`src/rtl/mul_acc_unit.sv`:
```
// mul_acc_unit: byte-serial 32x32 multiplier with HI/LO accumulator (MULT/MADD/MSUB/MUL, MTHI/MTLO, MFHI/MFLO).
module mul_acc_unit (
  input  logic        clk,
  input  logic        nrst,
  input  logic        Valid,
  input  logic        ALUOp,
  input  logic        MULOp,
  input  logic        ACCEn,
  input  logic        MULSelB,
  input  logic        Flush,
  input  logic [5:0]  Func,
  input  logic [31:0] A,
  input  logic [31:0] B,
  output logic        Busy,
  output logic        Done,
  output logic [31:0] Result,
  output logic [31:0] HI,
  output logic [31:0] LO
);
  typedef enum logic [1:0] {IDLE, CALC, ACC} state_t;
  typedef enum logic [1:0] {OP_MULT, OP_MADD, OP_MSUB, OP_MUL} op_t;
  state_t state, state_d;
  op_t op, op_d;
  logic [31:0] hi_q, lo_q, mul_res, b_sh;
  logic [63:0] a_sh, prod, p, hilo_new;
  logic [1:0] cnt;
  logic neg, mt_done, commit;
  logic is_mult, is_multu, is_madd, is_maddu, is_msub, is_msubu, is_mul, is_mthi, is_mtlo;
  logic launch, go_mul, go_mt, sgn;
  assign is_mult  = ALUOp & (Func == 6'b011000);
  assign is_multu = ALUOp & (Func == 6'b011001);
  assign is_mthi  = ALUOp & (Func == 6'b010001);
  assign is_mtlo  = ALUOp & (Func == 6'b010011);
  assign is_madd  = MULOp & (Func == 6'b000000);
  assign is_maddu = MULOp & (Func == 6'b000001);
  assign is_mul   = MULOp & (Func == 6'b000010);
  assign is_msub  = MULOp & (Func == 6'b000100);
  assign is_msubu = MULOp & (Func == 6'b000101);
  assign launch = Valid & (state == IDLE) & ~Flush & (ACCEn | is_mul);
  assign go_mul = launch & (is_mult | is_multu | is_madd | is_maddu | is_msub | is_msubu | is_mul);
  assign go_mt  = launch & ~MULSelB & (is_mthi | is_mtlo);
  assign sgn    = is_mult | is_madd | is_msub | is_mul;
  assign op_d   = (is_mult | is_multu) ? OP_MULT : (is_madd | is_maddu) ? OP_MADD :
                  (is_msub | is_msubu) ? OP_MSUB : OP_MUL;
  always_comb begin
    state_d = state;
    state_d = (Flush && state != IDLE) ? IDLE :
              (state == IDLE) ? (go_mul ? CALC : IDLE) :
              (state == CALC) ? ((cnt == 2'd3) ? ACC : CALC) : IDLE;
  end
  // The accumulator update is shown combinationally during ACC and committed at its closing edge, so a Flush in ACC can still cancel it.
  always_comb begin
    p = neg ? -prod : prod;
    hilo_new = (op == OP_MULT) ? p :
               (op == OP_MADD) ? {hi_q, lo_q} + p :
               (op == OP_MSUB) ? {hi_q, lo_q} - p : {hi_q, lo_q};
  end
  assign commit = (state == ACC) & ~Flush;
  assign HI     = commit ? hilo_new[63:32] : hi_q;
  assign LO     = commit ? hilo_new[31:0] : lo_q;
  assign Busy   = (state == CALC);
  assign Done   = commit | mt_done;
  assign Result = (ALUOp && Func == 6'b010000) ? HI : (ALUOp && Func == 6'b010010) ? LO : mul_res;
  always_ff @(posedge clk or negedge nrst) begin
    if (!nrst) begin
      state <= IDLE;
      op <= OP_MULT;
      hi_q <= '0;
      lo_q <= '0;
      mul_res <= '0;
      a_sh <= '0;
      b_sh <= '0;
      prod <= '0;
      cnt <= '0;
      neg <= 1'b0;
      mt_done <= 1'b0;
    end else begin
      state <= state_d;
      mt_done <= go_mt;
      if (go_mt && is_mthi) hi_q <= A;
      if (go_mt && is_mtlo) lo_q <= A;
      if (go_mul) begin
        a_sh <= {32'b0, (sgn && A[31]) ? -A : A};
        b_sh <= (sgn && B[31]) ? -B : B;
        prod <= '0;
        cnt <= '0;
        neg <= sgn & (A[31] ^ B[31]);
        op <= op_d;
      end else if (state == CALC) begin
        prod <= prod + a_sh * 64'(b_sh[7:0]);
        a_sh <= a_sh << 8;
        b_sh <= b_sh >> 8;
        cnt <= cnt + 2'd1;
      end
      if (commit) begin
        {hi_q, lo_q} <= hilo_new;
        if (op == OP_MUL) mul_res <= p[31:0];
      end
    end
  end
endmodule
```
`config.mk`:
```
export PLATFORM = sky130hd
export DESIGN_NAME = mul_acc_unit
export DESIGN_NICKNAME = d
export VERILOG_FILES = /design/src/rtl/mul_acc_unit.sv
export SDC_FILE = /design/constraint.sdc
export NUM_CORES = 2
export LEC_CHECK = 0
export BUFFER_PORTS_ARGS = -buffer_cell sky130_fd_sc_hd__buf_2
export CORE_MARGIN = 2
export CORE_UTILIZATION = 40
export DETAILED_ROUTE_END_ITERATION = 12
export PLACE_DENSITY = 0.6
export SLEW_MARGIN = 25
export SYNTH_ARGS = -nofsm -noshare
export SYNTH_HDL_FRONTEND = slang
export SYNTH_SLANG_ARGS = --single-unit
```
`constraint.sdc`:
```
create_clock -name clk -period 7.9 [get_ports clk]
set_input_delay 0.79 -clock clk [delete_from_list [all_inputs] [get_ports clk]]
set_output_delay 0.79 -clock clk [all_outputs]
set_load 0.1 [all_outputs]
```
==> results.md <==
* Status: finished, final reports clean
* Sequence of cells on the critical path: or4_4 -> or4_4 -> nand2b_1 -> o31ai_1 -> xnor2_1 -> inv_1 -> ha_1 -> inv_1 -> a21oi_1 -> o31ai_1 -> nor2_1 -> nand3_1 -> o21ai_0 -> a21oi_1 -> o21bai_1 -> mux2i_1 -> o2111ai_2 -> a32oi_2 -> buf_12
* Drt drc at 0
* Fin crit period at ~7.8 ns
* Via count at 39,874
* Number of max-slew violations in the final report at 0
* Total power at 18.2 mW
* Worst reg2reg path depth at 20
* Die ar. at 0.106 mm²
* Drt initial violations at 4,464
* GR peak layer: met2
* M2 GR Usage at 47.4%
* Final WL at 174,000 µm
* Arr. time, crit path at 7.00 ns
* Final setup vio count at 0
* Kind of critical path: reg2out
* Sequential fraction of the synthesis area at 16.0%
* Worst VDD drop at 0.276 mV
* Max Cap Viol at 0
* RR Endpoint: prod[61]
* Leak at 21.0 nW
* Max clock buf depth at 3
* Worst setup margin at 0.113 ns
* Final ANT Viol Nets at 0
* Period utilisation layout at slightly below 100%
* Vias in the first global route at slightly below 40,000
* Met3 global-route usage at under 10%
* Total clock sinks at 264
* Gr ovfl total at 0
* Pwr dens at 399 mW/mm²
* Initial Utilization at just over 40%
* CP Capture Type: primary output
* Most frequent cells after synthesis: inv_1 (657), nand2_1 (629), fa_1 (412)
* HPWL Detailed at 137,000 µm
* Area Overhead vs Synth at 10.8%
* Slowest stage delay, CP at about 0.61 ns
* Port bufs at 175
* Core area at 0.102 mm²
* Routed WL per cell at 26.0 µm
* Final Hold Viols at 0
* Worst skew pair latency at 0.62 ns
* CTS clk-pin slew, worst paths at 0.06 ns
* Post-synthesis instance area at 0.0412 mm²
* Synth top area share at between 20% and 30%
* CTS HTree Levels at 2
* EDFF count, synth at 0
* Max-slew headroom at 25.8%
* Cell row count at 117
* Fraction of layout cells with a size suffix above 1 at 9.63%
* Slowest cell on crit path: o21ai_0
* Post-synth top area cell: fa_1
* Pin count of the biggest net entering global routing at 90
* Worst R2R Start: b_sh[5]
* Setup Skew at 0.0435 ns
* Required @ worst endpoint at 7.11 ns
* GRT Total Usage at 32.4%
* Ranking of synthesized cells by area: fa_1 (20%), dfrtp_1 (16%), ha_1 (6.2%)
* First-pass GRT wire length at 259,000 µm
* Die Span Y at 325 µm
* CTS tree: yes
* Synth unique cells at 87
* I/O pin total at approximately 180
* Setup TNS at 0 ns
* Count leader, synth: inv_1
* CTS Hold Bufs at 0
* Total CTS buffers at 36
* Post-synthesis net count at 5,973
* Worst Max-Slew Pin Slew at approximately 1.1 ns
* RePlAce Congestion at 1.06
* Worst-path maximum fanout at 14
* Initial antenna violation count at 3
* Most frequently used flop master after synthesis: dfrtp_1
* Async set-reset flop share out of synthesis at 100%
* Vias per cell at 5.96
* DR pass1 iterations at 6
* Reg-to-reg slack, setup at 0.89 ns
* Syn Area/Cell at ~7.8 µm²
* Mapped Cells at 5,280
* Synth Register Bits at 264
* Pre-CTS setup slack at around 0.29 ns
* Max Clk Rate at 0.128 GHz
* GRT met1 Usage at 46.0%
* Synth warn at 0
* Critical path startpoint category: flip-flop
* Root Buffer: clkbuf_16
* Hold/Removal Path Class: in2async
* Chip width at 325 µm
* Final Net Count at 5,991
* Unrepaired setup endpoints after global routing: yes
## state kept, by name, indices dropped and copies added, names as in the netlist
name / flops
a_sh: 64
b_sh: 32
cnt: 2
hi_q: 32
lo_q: 32
mt_done: 1
mul_res: 32
neg: 1
op: 2
prod: 64
state: 2
## cells by family after synthesis
| logic type | synth area share (%) |
|---|---|
| AOI/OAI and AO/OA | 20.8 |
| xor gates and xnor gates | 5.69 |
| adders and majority gates | 26.2 |
| buffers and inverters | 9.16 |
| DFF | 16.0 |
| muxes | 1.75 |
| and+or+nand+nor | 20.4 |
## per-stage QoR
step                      utilization [%]  area (µm²)  hold WS (ns)  cells
after floorplan                         -       41200         0.445   5280
after global placement               43.1       44000         0.459   6624
after detailed placement             43.1       44000         0.465   6624
after CTS                            44.4       45300         0.237   6689
after global routing                 44.7       45700         0.274   6693
final                                44.7       45700         0.233   6694
## layer usage
| metal | share of wire [%] | vias to the layer above |
|---|---|---|
| met4 | 5.2 | 4 |
| met1 | 43 | 19667 |
| met5 | 0.014 | - |
| li1 | - | 17820 |
| met2 | 41 | 2042 |
| met3 | 9.9 | 341 |
## placed cells by master (no fill, tap or decap), types with 32 or more instances in the layout
cell / Yosys / layout
clkbuf_16: 0 / 36
xnor2_1: 182 / 180
dfrtp_1: 264 / 257
nor3_1: 66 / 62
o211ai_1: 33 / 33
mux2i_1: 43 / 43
nor4_1: 62 / 54
xor2_1: 84 / 84
nand2_1: 629 / 626
ha_1: 203 / 187
a22oi_1: 55 / 54
o31ai_1: 89 / 85
o21ai_0: 408 / 400
and2_1: 351 / 350
inv_1: 657 / 657
a31oi_1: 56 / 54
nand3_1: 100 / 100
nor2_1: 269 / 262
o21bai_1: 42 / 42
nand2b_1: 46 / 44
buf_4: 3 / 147
a21oi_1: 322 / 315
nand4_1: 59 / 59
buf_2: 1 / 139
a21o_1: 51 / 51
fa_1: 412 / 412
a211oi_1: 36 / 32
## worst max-delay path, delay by kind of cell, from the launching register on
kind / cells / cell delay (ns)
AO/OA/AOI/OAI: 8 / 2.57
XOR/XNOR: 1 / 0.23
adder cells (fa/ha/maj): 1 / 0.58
buffers and inverters: 3 / 0.59
flip-flops: 1 / 0.44
multiplexers: 1 / 0.20
AND/OR/NAND/NOR: 5 / 1.77
## worst max path at each step
stage               depth (start not counted)  slack [ns]          to  startpoint
global placement                           20        0.27  Result[14]     prod[3]
finish                                     19        0.11  Result[14]     prod[3]
global route                               24       -0.04  Result[21]     prod[3]
floorplan                                  18       -0.18   Result[6]     prod[3]
detailed placement                         20        0.29  Result[14]     prod[3]
CTS                                        17       0.006  Result[31]     prod[3]
## timing repair
action | 4_1_cts | 5_1_grt
setup buffers | 0 | 4
setup endpoints to repair | 35 | 51
pin swaps | 0 | 2
gates resized for setup | 21 | 76
## power breakdown
| part | total [mW] | switching [mW] | internal [mW] |
|---|---|---|---|
| Combinational | 13.9 | 8.95 | 4.95 |
| Sequential | 2.45 | 0.772 | 1.68 |
| Clock | 1.87 | 0.771 | 1.10 |
| Total | 18.2 | 10.5 | 7.73 |
## layout make-up
type	instances	area [µm²]
fill	10289	56400
multi-input combinational	4014	31200
sequential	264	6620
inverter	664	2500
timing repair buffer	318	2310
tap	1368	1710
clock buffer	45	985
clock inverter	20	303
antenna	1	2.50
(Power assumes the default switching activity.)
